[config.mk]
export PLATFORM = sky130hd
export DESIGN_NAME = merge_ctrl_param
export DESIGN_NICKNAME = d
export VERILOG_FILES = /design/src/rtl/merge_ctrl_param.sv
export SDC_FILE = /design/constraint.sdc
export NUM_CORES = 1
export LEC_CHECK = 0
export ABC_AREA = 1
export BUFFER_PORTS_ARGS = -buffer_cell sky130_fd_sc_hd__buf_2
export CAP_MARGIN = 40
export CORE_ASPECT_RATIO = 0.75
export CORE_MARGIN = 4
export CORE_UTILIZATION = 40
export CTS_CLUSTER_SIZE = 28
export DETAILED_ROUTE_END_ITERATION = 8
export HOLD_SLACK_MARGIN = 0.08
export PLACE_DENSITY = 0.61
export SLEW_MARGIN = 30
export SYNTH_ARGS = -nofsm -noshare
export SYNTH_HDL_FRONTEND = slang
export SYNTH_SLANG_ARGS = --single-unit
[constraint.sdc]
create_clock -name i_clk -period 4.9 [get_ports i_clk]
set_input_delay 0.735 -clock i_clk [delete_from_list [all_inputs] [get_ports i_clk]]
set_output_delay 0.735 -clock i_clk [all_outputs]
set_load 0.05 [all_outputs]
[src/rtl/merge_ctrl_param.sv]
// Two-input merge control for the merge-sort tree: merges one zero-key-terminated run from
// FIFO A with one from FIFO B, emitting a single terminator per merged run.
module merge_ctrl_param #(
  parameter int unsigned DATA_W    = 32,
  parameter int unsigned KEY_W     = 32,
  parameter bit          DESCEND   = 1'b0,
  parameter bit          SWITCH_EN = 1'b1,
  parameter int unsigned CNT_W     = 16
) (
  input  logic              i_clk,
  input  logic              i_rst_n,
  input  logic [DATA_W-1:0] i_a_data,
  input  logic              i_a_empty,
  output logic              o_a_deq,
  input  logic [DATA_W-1:0] i_b_data,
  input  logic              i_b_empty,
  output logic              o_b_deq,
  input  logic              i_fifo_out_full,
  output logic [DATA_W-1:0] o_out_data,
  output logic              o_out_wr,
  output logic              o_select_a,
  output logic              o_stall,
  output logic              o_switch_output,
  output logic [CNT_W-1:0]  o_run_count
);

  typedef enum logic [1:0] {
    StMerge  = 2'd0,
    StDrainA = 2'd1,
    StDrainB = 2'd2
  } state_e;

  state_e              r_state;
  state_e              w_state_nxt;
  logic [DATA_W-1:0]   r_out_data;
  logic                r_out_wr;
  logic                r_switch;
  logic                r_term_q;
  logic [CNT_W-1:0]    r_run_count;

  logic [KEY_W-1:0]    w_a_key;
  logic [KEY_W-1:0]    w_b_key;
  logic                w_a_term;
  logic                w_b_term;
  logic                w_a_before;
  logic                w_a_deq;
  logic                w_b_deq;
  logic                w_wr;
  logic                w_wr_term;
  logic [DATA_W-1:0]   w_wr_data;
  logic                w_sel_a;
  logic                w_stall;

  assign w_a_key    = i_a_data[KEY_W-1:0];
  assign w_b_key    = i_b_data[KEY_W-1:0];
  assign w_a_term   = (w_a_key == '0);
  assign w_b_term   = (w_b_key == '0);
  // Ties resolve to A in both directions.
  assign w_a_before = DESCEND ? (w_a_key >= w_b_key) : (w_a_key <= w_b_key);

  // Empty flags are tested first so head data of an empty FIFO never steers a decision.
  always_comb begin
    w_state_nxt = r_state;
    w_a_deq     = 1'b0;
    w_b_deq     = 1'b0;
    w_wr        = 1'b0;
    w_wr_term   = 1'b0;
    w_wr_data   = '0;
    w_sel_a     = 1'b0;
    w_stall     = 1'b0;
    if (!i_rst_n) begin
      w_stall = 1'b1;
    end else begin
      unique case (r_state)
        StMerge: begin
          if (i_a_empty || i_b_empty) begin
            w_stall = 1'b1;
          end else if (w_a_term && w_b_term) begin
            if (i_fifo_out_full) begin
              w_stall = 1'b1;
            end else begin
              w_a_deq   = 1'b1;
              w_b_deq   = 1'b1;
              w_wr      = 1'b1;
              w_wr_term = 1'b1;
            end
          end else if (w_a_term) begin
            w_a_deq     = 1'b1;
            w_state_nxt = StDrainB;
          end else if (w_b_term) begin
            w_b_deq     = 1'b1;
            w_state_nxt = StDrainA;
          end else if (i_fifo_out_full) begin
            w_stall = 1'b1;
          end else if (w_a_before) begin
            w_a_deq   = 1'b1;
            w_wr      = 1'b1;
            w_wr_data = i_a_data;
            w_sel_a   = 1'b1;
          end else begin
            w_b_deq   = 1'b1;
            w_wr      = 1'b1;
            w_wr_data = i_b_data;
          end
        end
        StDrainB: begin
          if (i_b_empty || i_fifo_out_full) begin
            w_stall = 1'b1;
          end else begin
            w_b_deq = 1'b1;
            w_wr    = 1'b1;
            if (w_b_term) begin
              w_wr_term   = 1'b1;
              w_state_nxt = StMerge;
            end else begin
              w_wr_data = i_b_data;
            end
          end
        end
        StDrainA: begin
          if (i_a_empty || i_fifo_out_full) begin
            w_stall = 1'b1;
          end else begin
            w_a_deq = 1'b1;
            w_wr    = 1'b1;
            if (w_a_term) begin
              w_wr_term   = 1'b1;
              w_state_nxt = StMerge;
            end else begin
              w_wr_data = i_a_data;
              w_sel_a   = 1'b1;
            end
          end
        end
        default: begin
          w_stall     = 1'b1;
          w_state_nxt = StMerge;
        end
      endcase
    end
  end

  always_ff @(posedge i_clk or negedge i_rst_n) begin
    if (!i_rst_n) begin
      r_state     <= StMerge;
      r_out_data  <= '0;
      r_out_wr    <= 1'b0;
      r_switch    <= 1'b0;
      r_term_q    <= 1'b0;
      r_run_count <= '0;
    end else begin
      r_state  <= w_state_nxt;
      r_out_wr <= w_wr;
      r_term_q <= w_wr & w_wr_term;
      if (w_wr) begin
        r_out_data <= w_wr_data;
        if (w_wr_term) begin
          r_run_count <= '0;
        end else if (!(&r_run_count)) begin
          r_run_count <= r_run_count + CNT_W'(1);
        end
      end
      // Toggle lags the terminator strobe so the terminator leaves on the old select.
      if (SWITCH_EN && r_term_q) begin
        r_switch <= ~r_switch;
      end
    end
  end

  assign o_a_deq         = w_a_deq;
  assign o_b_deq         = w_b_deq;
  assign o_select_a      = w_sel_a;
  assign o_stall         = w_stall;
  assign o_out_data      = r_out_data;
  assign o_out_wr        = r_out_wr;
  assign o_switch_output = r_switch;
  assign o_run_count     = r_run_count;

endmodule

==> impl_metrics.json, run 1 <==
{
  "synth_area_mm2": 0.00455,
  "cp.arrival_ns": 2.65,
  "slew_headroom_pct": 48.4,
  "ys_async_sr_fraction_pct": 100,
  "place.gp.congestion": 0.998,
  "postCtsSetupRepairBufs": 0,
  "cts_htree_levels": 2,
  "min_path_type": "flip-flop to flip-flop",
  "met1_usage_pct": 30.5,
  "synth-seq-cells": 53,
  "ctsHoldBuffers": 0,
  "clkSlewWorstSetupHoldPaths_ns": 0.07,
  "reg2reg_from": "r_state[1]$_DFFE_PN0P_",
  "grt_pass1_vias": 4781,
  "cp_slowest_cell": "buf_2",
  "syn-instance-count": 718,
  "cts_num_sinks": 53,
  "clk_latency_ns": 0.29,
  "num-nets-final": 928,
  "netlist.area_leader.share_pct": 29.1,
  "worst_setup_path_end_kind": "output pin",
  "crit_family": "simple AND/OR/NAND/NOR gates",
  "yosysUniqueCellTypes": 36,
  "timing.fmax_mhz": 295,
  "wl_per_cell_um": 14.4,
  "max_slew.worst_pin.slew_ns": 0.774,
  "yosysSeqAreaShare_pct": 29.1,
  "ys.flop_type": "dfrtp_1",
  "start_util_pct": 41.3,
  "worstReg2RegEnd": "o_run_count[8]$_DFFE_PN0P_",
  "fin_setup_tns_ns": 0,
  "min_period_over_period_pct": 69.1,
  "hold_end": "o_switch_output$_DFFE_PN0P_",
  "io_pins": 123,
  "synth_common_cells": "206 x nand2_1, 163 x nor2_1, 56 x inv_1, 53 x dfrtp_1, 52 x a21oi_1",
  "path_max_fanout": 3,
  "busiest_layer": "met2",
  "r2r_slack_ns": 2.00,
  "ant_nets": 0,
  "clockRootBuffer": "clkbuf_16",
  "hold_viol": 0,
  "grt_max_degree": 64,
  "yosys_warnings": 0,
  "grt_util_met3_pct": 4.86,
  "fp.dieW_um": 131,
  "syn2layout_area_growth_pct": 18.7,
  "antenna_found_initial": 3,
  "p_leak_nw": 2.68,
  "power_w": 0.00164,
  "drv_cap": 0,
  "required_ns": 4.16,
  "die_area_mm2": 0.0132,
  "rr_worst_depth": 12,
  "grt_overflow_total": 0,
  "row_count": 33,
  "crit_type": "primary input to output pin",
  "finalSetupViolations": 0,
  "dr.pass1.iters": 5,
  "crit_chain": "buf_2 > inv_1 > ha_1 > nand2_1 > nor2_1 > nand2_1 > nor4_2 > nand2_1 > nand2_1 > nand2_1 > nand2_1 > o21ai_0 > a21oi_1 > buf_2",
  "slowest_delay_ns": 0.29,
  "critPathLaunchType": "primary input",
  "placeableCoreArea_mm2": 0.0110,
  "slew_viol_final": 0,
  "die_h_um": 100,
  "cp_common_cell": "nand2_1",
  "grt_pass1_wl_um": 23400,
  "fillers": 1167,
  "cts_buffers": 5,
  "grt.total_usage_pct": 21.5,
  "io_buffers": 122,
  "synth.most_common_cell": "nand2_1",
  "vias_per_cell": 5.12,
  "powerDensity_mw_per_mm2": 303,
  "netlist_top_cells_area": "dfrtp_1 29%, nand2_1 17%, nor2_1 13%",
  "wl_um": 14000,
  "clock_path_buffers": 2,
  "synth_largest_area_cell": "dfrtp_1",
  "synthesis.nets": 820,
  "fin_skew_ns": 0.00380,
  "status": "finished clean",
  "dp_hpwl_um": 10400,
  "min_period_ns": 3.39,
  "cts_tree": "done",
  "ir_worst_vdd_mv": 0.161,
  "path_buf_inv": 3,
  "holdPathStages": 1,
  "use_met2_pct": 34.3,
  "synth-edff-count": 0,
  "cts_resized": 0,
  "drtIter0Drc": 372,
  "worstHoldStart": "r_term_q$_DFF_PN0_",
  "drc": 0,
  "drive_gt1_share_pct": 20.0,
  "rsz0062_at_grt": "false",
  "avgSynthCellArea_um2": 6.34,
  "vias": 4953
}
[where the power goes]
part	internal [W]	total, W	switching, W
Clock	0.000238	0.000404	0.000166
Sequential	0.000509	0.000574	0.0000651
Combinational	0.000175	0.000662	0.000487
[cells by family (layout without fill, tap and decap cells)]
logic type,after synthesis,in the layout,synth area share [%]
XOR/XNOR,12,12,2.31
AO/OA/AOI/OAI,76,76,8.99
AND/OR/NAND/NOR,455,455,42.2
other,0,1,0
buffers and inverters,89,197,8.25
flip-flops,53,53,29.1
adder cells (fa/ha/maj),33,33,9.07
[layer usage]
| layer | wire length [um] | vias up |
|---|---|---|
| met2 | 6130 | 175 |
| met3 | 1090 | 14 |
| met4 | 127 | 4 |
| met1 | 6600 | 2265 |
| li1 | - | 2495 |
| met5 | 21 | - |
[registers in the layout (all words and copies together), names as in the netlist]
signal,cells
o_out_data,32
o_out_wr,1
o_run_count,16
o_switch_output,1
r_state,2
r_term_q,1
[worst max path at each step]
stage	start	to	slack [ns]	cells after the start
CTS	i_b_data[31]	o_b_deq	1.53	14
floorplan	i_b_data[31]	o_b_deq	1.53	12
detailed placement	i_b_data[31]	o_b_deq	1.54	14
global placement	i_b_data[31]	o_b_deq	1.58	14
global route	i_b_data[31]	o_b_deq	1.33	14
finish	i_b_data[31]	o_b_deq	1.51	14
[cell usage in the layout (no fill, tap or decap)]
master,synthesis,routed
o21ai_2,5,5
nor2_8,1,1
nor3_1,7,7
nor4_1,4,4
or2_2,1,1
o21ai_0,12,12
nand2_2,2,2
a21boi_0,1,1
buf_4,2,4
xnor2_1,2,2
inv_2,7,7
diode_2,0,1
nand3b_1,1,1
nor4_2,1,1
nand2_1,206,206
nand3_1,47,47
inv_1,56,56
buf_2,12,121
bufinv_16,0,1
nor2_2,7,7
ha_1,33,33
nand3_2,4,4
clkbuf_16,0,5
a21oi_1,52,52
nor2_1,163,163
nand2_8,1,1
o21a_1,2,2
a21o_1,1,1
o21ai_1,3,3
nand2_4,1,1
inv_4,1,1
nand4_1,8,8
xor2_1,10,10
nand3_4,1,1
inv_6,1,1
dfrtp_1,53,53
clkinv_2,0,1
[per-stage QoR]
step / setup slack (ns) / hold slack (ns) / utilization (%) / cell area, um2 / std cells
floorplan: 1.53 / 0.417 / - / 4550 / 718
global placement: 1.58 / 0.422 / 47.5 / 5240 / 959
detailed placement: 1.54 / 0.436 / 47.5 / 5240 / 959
CTS: 1.53 / 0.447 / 49.0 / 5400 / 966
global route: 1.33 / 0.471 / 49.0 / 5400 / 967
finish: 1.51 / 0.439 / 49.0 / 5400 / 967
[area by class of cell]
cell class / instances / area [um2] / area share, %
diodes: 1 / 2.50 / 0.0463
clock buffers: 5 / 125 / 2.32
clock inverters: 2 / 35.0 / 0.649
inverters: 65 / 251 / 4.66
multi-input cells: 576 / 2850 / 52.8
flip-flops and latches: 53 / 1330 / 24.6
well taps: 140 / 175 / 3.24
repair buffers: 125 / 636 / 11.8
No activity file was read; power rests on OpenSTA's default activity.
==> inputs of run 2 (changes only) <==
clock period = 3.35 ns   (was 4.9 ns; I/O delays follow)
==> run 2 against run 1 <==
Effect of this change:
- combinational power is 47% higher
- via count shrank 0.52%
- register-to-register slack got worse by 1.2 ns
- sequential power is 46% higher
- largest cell class unchanged
- clock skew is 0.0019 ns higher
==> impl_metrics.json, run 2 (synthesis gave the netlist of run 1 again) <==
{
  "status": "finished clean",
  "num-nets-final": 933,
  "powerDensity_mw_per_mm2": 433,
  "min_period_ns": 2.93,
  "slew_headroom_pct": 60.6,
  "finalSetupViolations": 0,
  "drtIter0Drc": 336,
  "slew_viol_final": 0,
  "drive_gt1_share_pct": 20.3,
  "clk_latency_ns": 0.30,
  "clkSlewWorstSetupHoldPaths_ns": 0.07,
  "crit_family": "simple AND/OR/NAND/NOR gates",
  "vias": 4927,
  "cts_tree": "done",
  "row_count": 33,
  "r2r_slack_ns": 0.85,
  "ant_nets": 0,
  "syn2layout_area_growth_pct": 19.1,
  "min_period_over_period_pct": 87.4,
  "dr.pass1.iters": 4,
  "layout_commonest_cell": "nand2_1",
  "placeableCoreArea_mm2": 0.0110,
  "antenna_found_initial": 1,
  "dp_hpwl_um": 10700,
  "critPathLaunchType": "flip-flop",
  "fillers": 1124,
  "p_leak_nw": 2.69,
  "cts_num_sinks": 53,
  "largest_reg_flops": 32,
  "grt_pass1_wl_um": 23400,
  "crit_chain": "nor2_2 > nand2_1 > nor2_2 > nand3_2 > inv_2 > nand2_1 > a21oi_1 > buf_2",
  "worstHoldStart": "r_term_q$_DFF_PN0_",
  "reg2reg_from": "r_state[1]$_DFFE_PN0P_",
  "cp_slowest_cell": "inv_2",
  "placed_cells": 963,
  "die_h_um": 100,
  "fin_setup_tns_ns": 0,
  "cts_htree_levels": 2,
  "slowest_delay_ns": 0.46,
  "place.gp.congestion": 0.975,
  "hold_end": "o_switch_output$_DFFE_PN0P_",
  "instances_no_fill": 972,
  "drc": 0,
  "io_buffers": 122,
  "wl_per_cell_um": 14.4,
  "hold_viol": 0,
  "required_ns": 2.85,
  "vias_per_cell": 5.07,
  "die_area_mm2": 0.0132,
  "clockRootBuffer": "clkbuf_16",
  "fin_skew_ns": 0.00571,
  "cts_resized": 0,
  "cp.arrival_ns": 2.43,
  "final_cell_mix": "206 x nand2_1, 163 x nor2_1, 121 x buf_2",
  "io_pins": 123,
  "timing.fmax_mhz": 341,
  "drv_cap": 0,
  "grt_pass1_vias": 4797,
  "rr_worst_depth": 10,
  "grt.total_usage_pct": 21.6,
  "worstReg2RegEnd": "o_out_data[7]$_DFFE_PN0P_",
  "insertedDiodeCount": 0,
  "worst_setup_path_end_kind": "output pin",
  "clock_path_buffers": 2,
  "grt_max_degree": 37,
  "ir_worst_vdd_mv": 0.218,
  "grt_overflow_total": 0,
  "holdPathStages": 1,
  "max_slew.worst_pin.slew_ns": 0.590,
  "min_path_type": "flip-flop to flip-flop",
  "path_buf_inv": 2,
  "wl_um": 14000,
  "path_max_fanout": 33,
  "rsz0062_at_grt": "false",
  "fp.dieW_um": 131,
  "crit_type": "flip-flop to output pin",
  "start_util_pct": 41.3,
  "cts_buffers": 5
}
run 2: worst register-to-register path, stage by stage (launching register included):
cell,delay (ns)
dfrtp_1,0.42
nor2_2,0.19
nand2_1,0.13
nor2_2,0.18
nand3_2,0.14
inv_2,0.47
nand2_1,0.17
nand2_1,0.09
buf_4,0.35
nand2_1,0.14
a21oi_1,0.15
run 2: what timing repair did:
item / 4_1_cts / 5_1_grt
endpoints found under the setup margin: 0 / 0
setup buffers: 0 / 0
hold buffers: 1 / 0
endpoints found under the hold margin: 5 / 0
run 2: area by class of cell:
class / count / area (um2) / area share (%)
inverter: 65 / 251 / 4.64
multi-input combinational: 576 / 2850 / 52.6
tap: 140 / 175 / 3.23
clock inverter: 2 / 15.0 / 0.277
clock buffer: 6 / 129 / 2.38
timing repair buffer: 130 / 676 / 12.5
sequential: 53 / 1330 / 24.5
run 2: report_power, final:
| group | internal, W | switching, W |
|---|---|---|
| logic | 0.000258 | 0.000717 |
| clock network | 0.000278 | 0.000252 |
| registers | 0.000744 | 0.0000962 |
run 2: metrics by stage:
step                cell area (um2)  power [W]  worst slack, ns  util [%]  hold WS, ns
global route                   5420    0.00250            0.219      49.2        0.451
CTS                            5420    0.00237            0.450      49.2        0.438
detailed placement             5270    0.00183            0.456      47.8        0.373
global placement               5270    0.00181            0.514      47.8        0.372
finish                         5420    0.00235            0.421      49.2        0.435
floorplan                      4550    0.00153            0.443         -        0.207
run 2: layer usage:
metal	vias to the layer above	global-route usage [%]	wire length (um)
met3	16	4.91	1060
met2	169	34.2	6070
li1	2504	-	-
met5	-	0	12
met1	2236	30.2	6710
met4	2	5.49	159
run 2: worst max-delay path by stage:
stage,cells past startpoint,to,startpoint
2_1_floorplan,12,o_b_deq,i_b_data[31]
3_3_place_gp,14,o_b_deq,i_b_data[31]
3_5_place_dp,14,o_b_deq,i_b_data[31]
4_1_cts,14,o_b_deq,i_b_data[31]
5_1_grt,14,o_b_deq,i_b_data[31]
6_report,8,o_select_a,r_state[1]$_DFFE_PN0P_
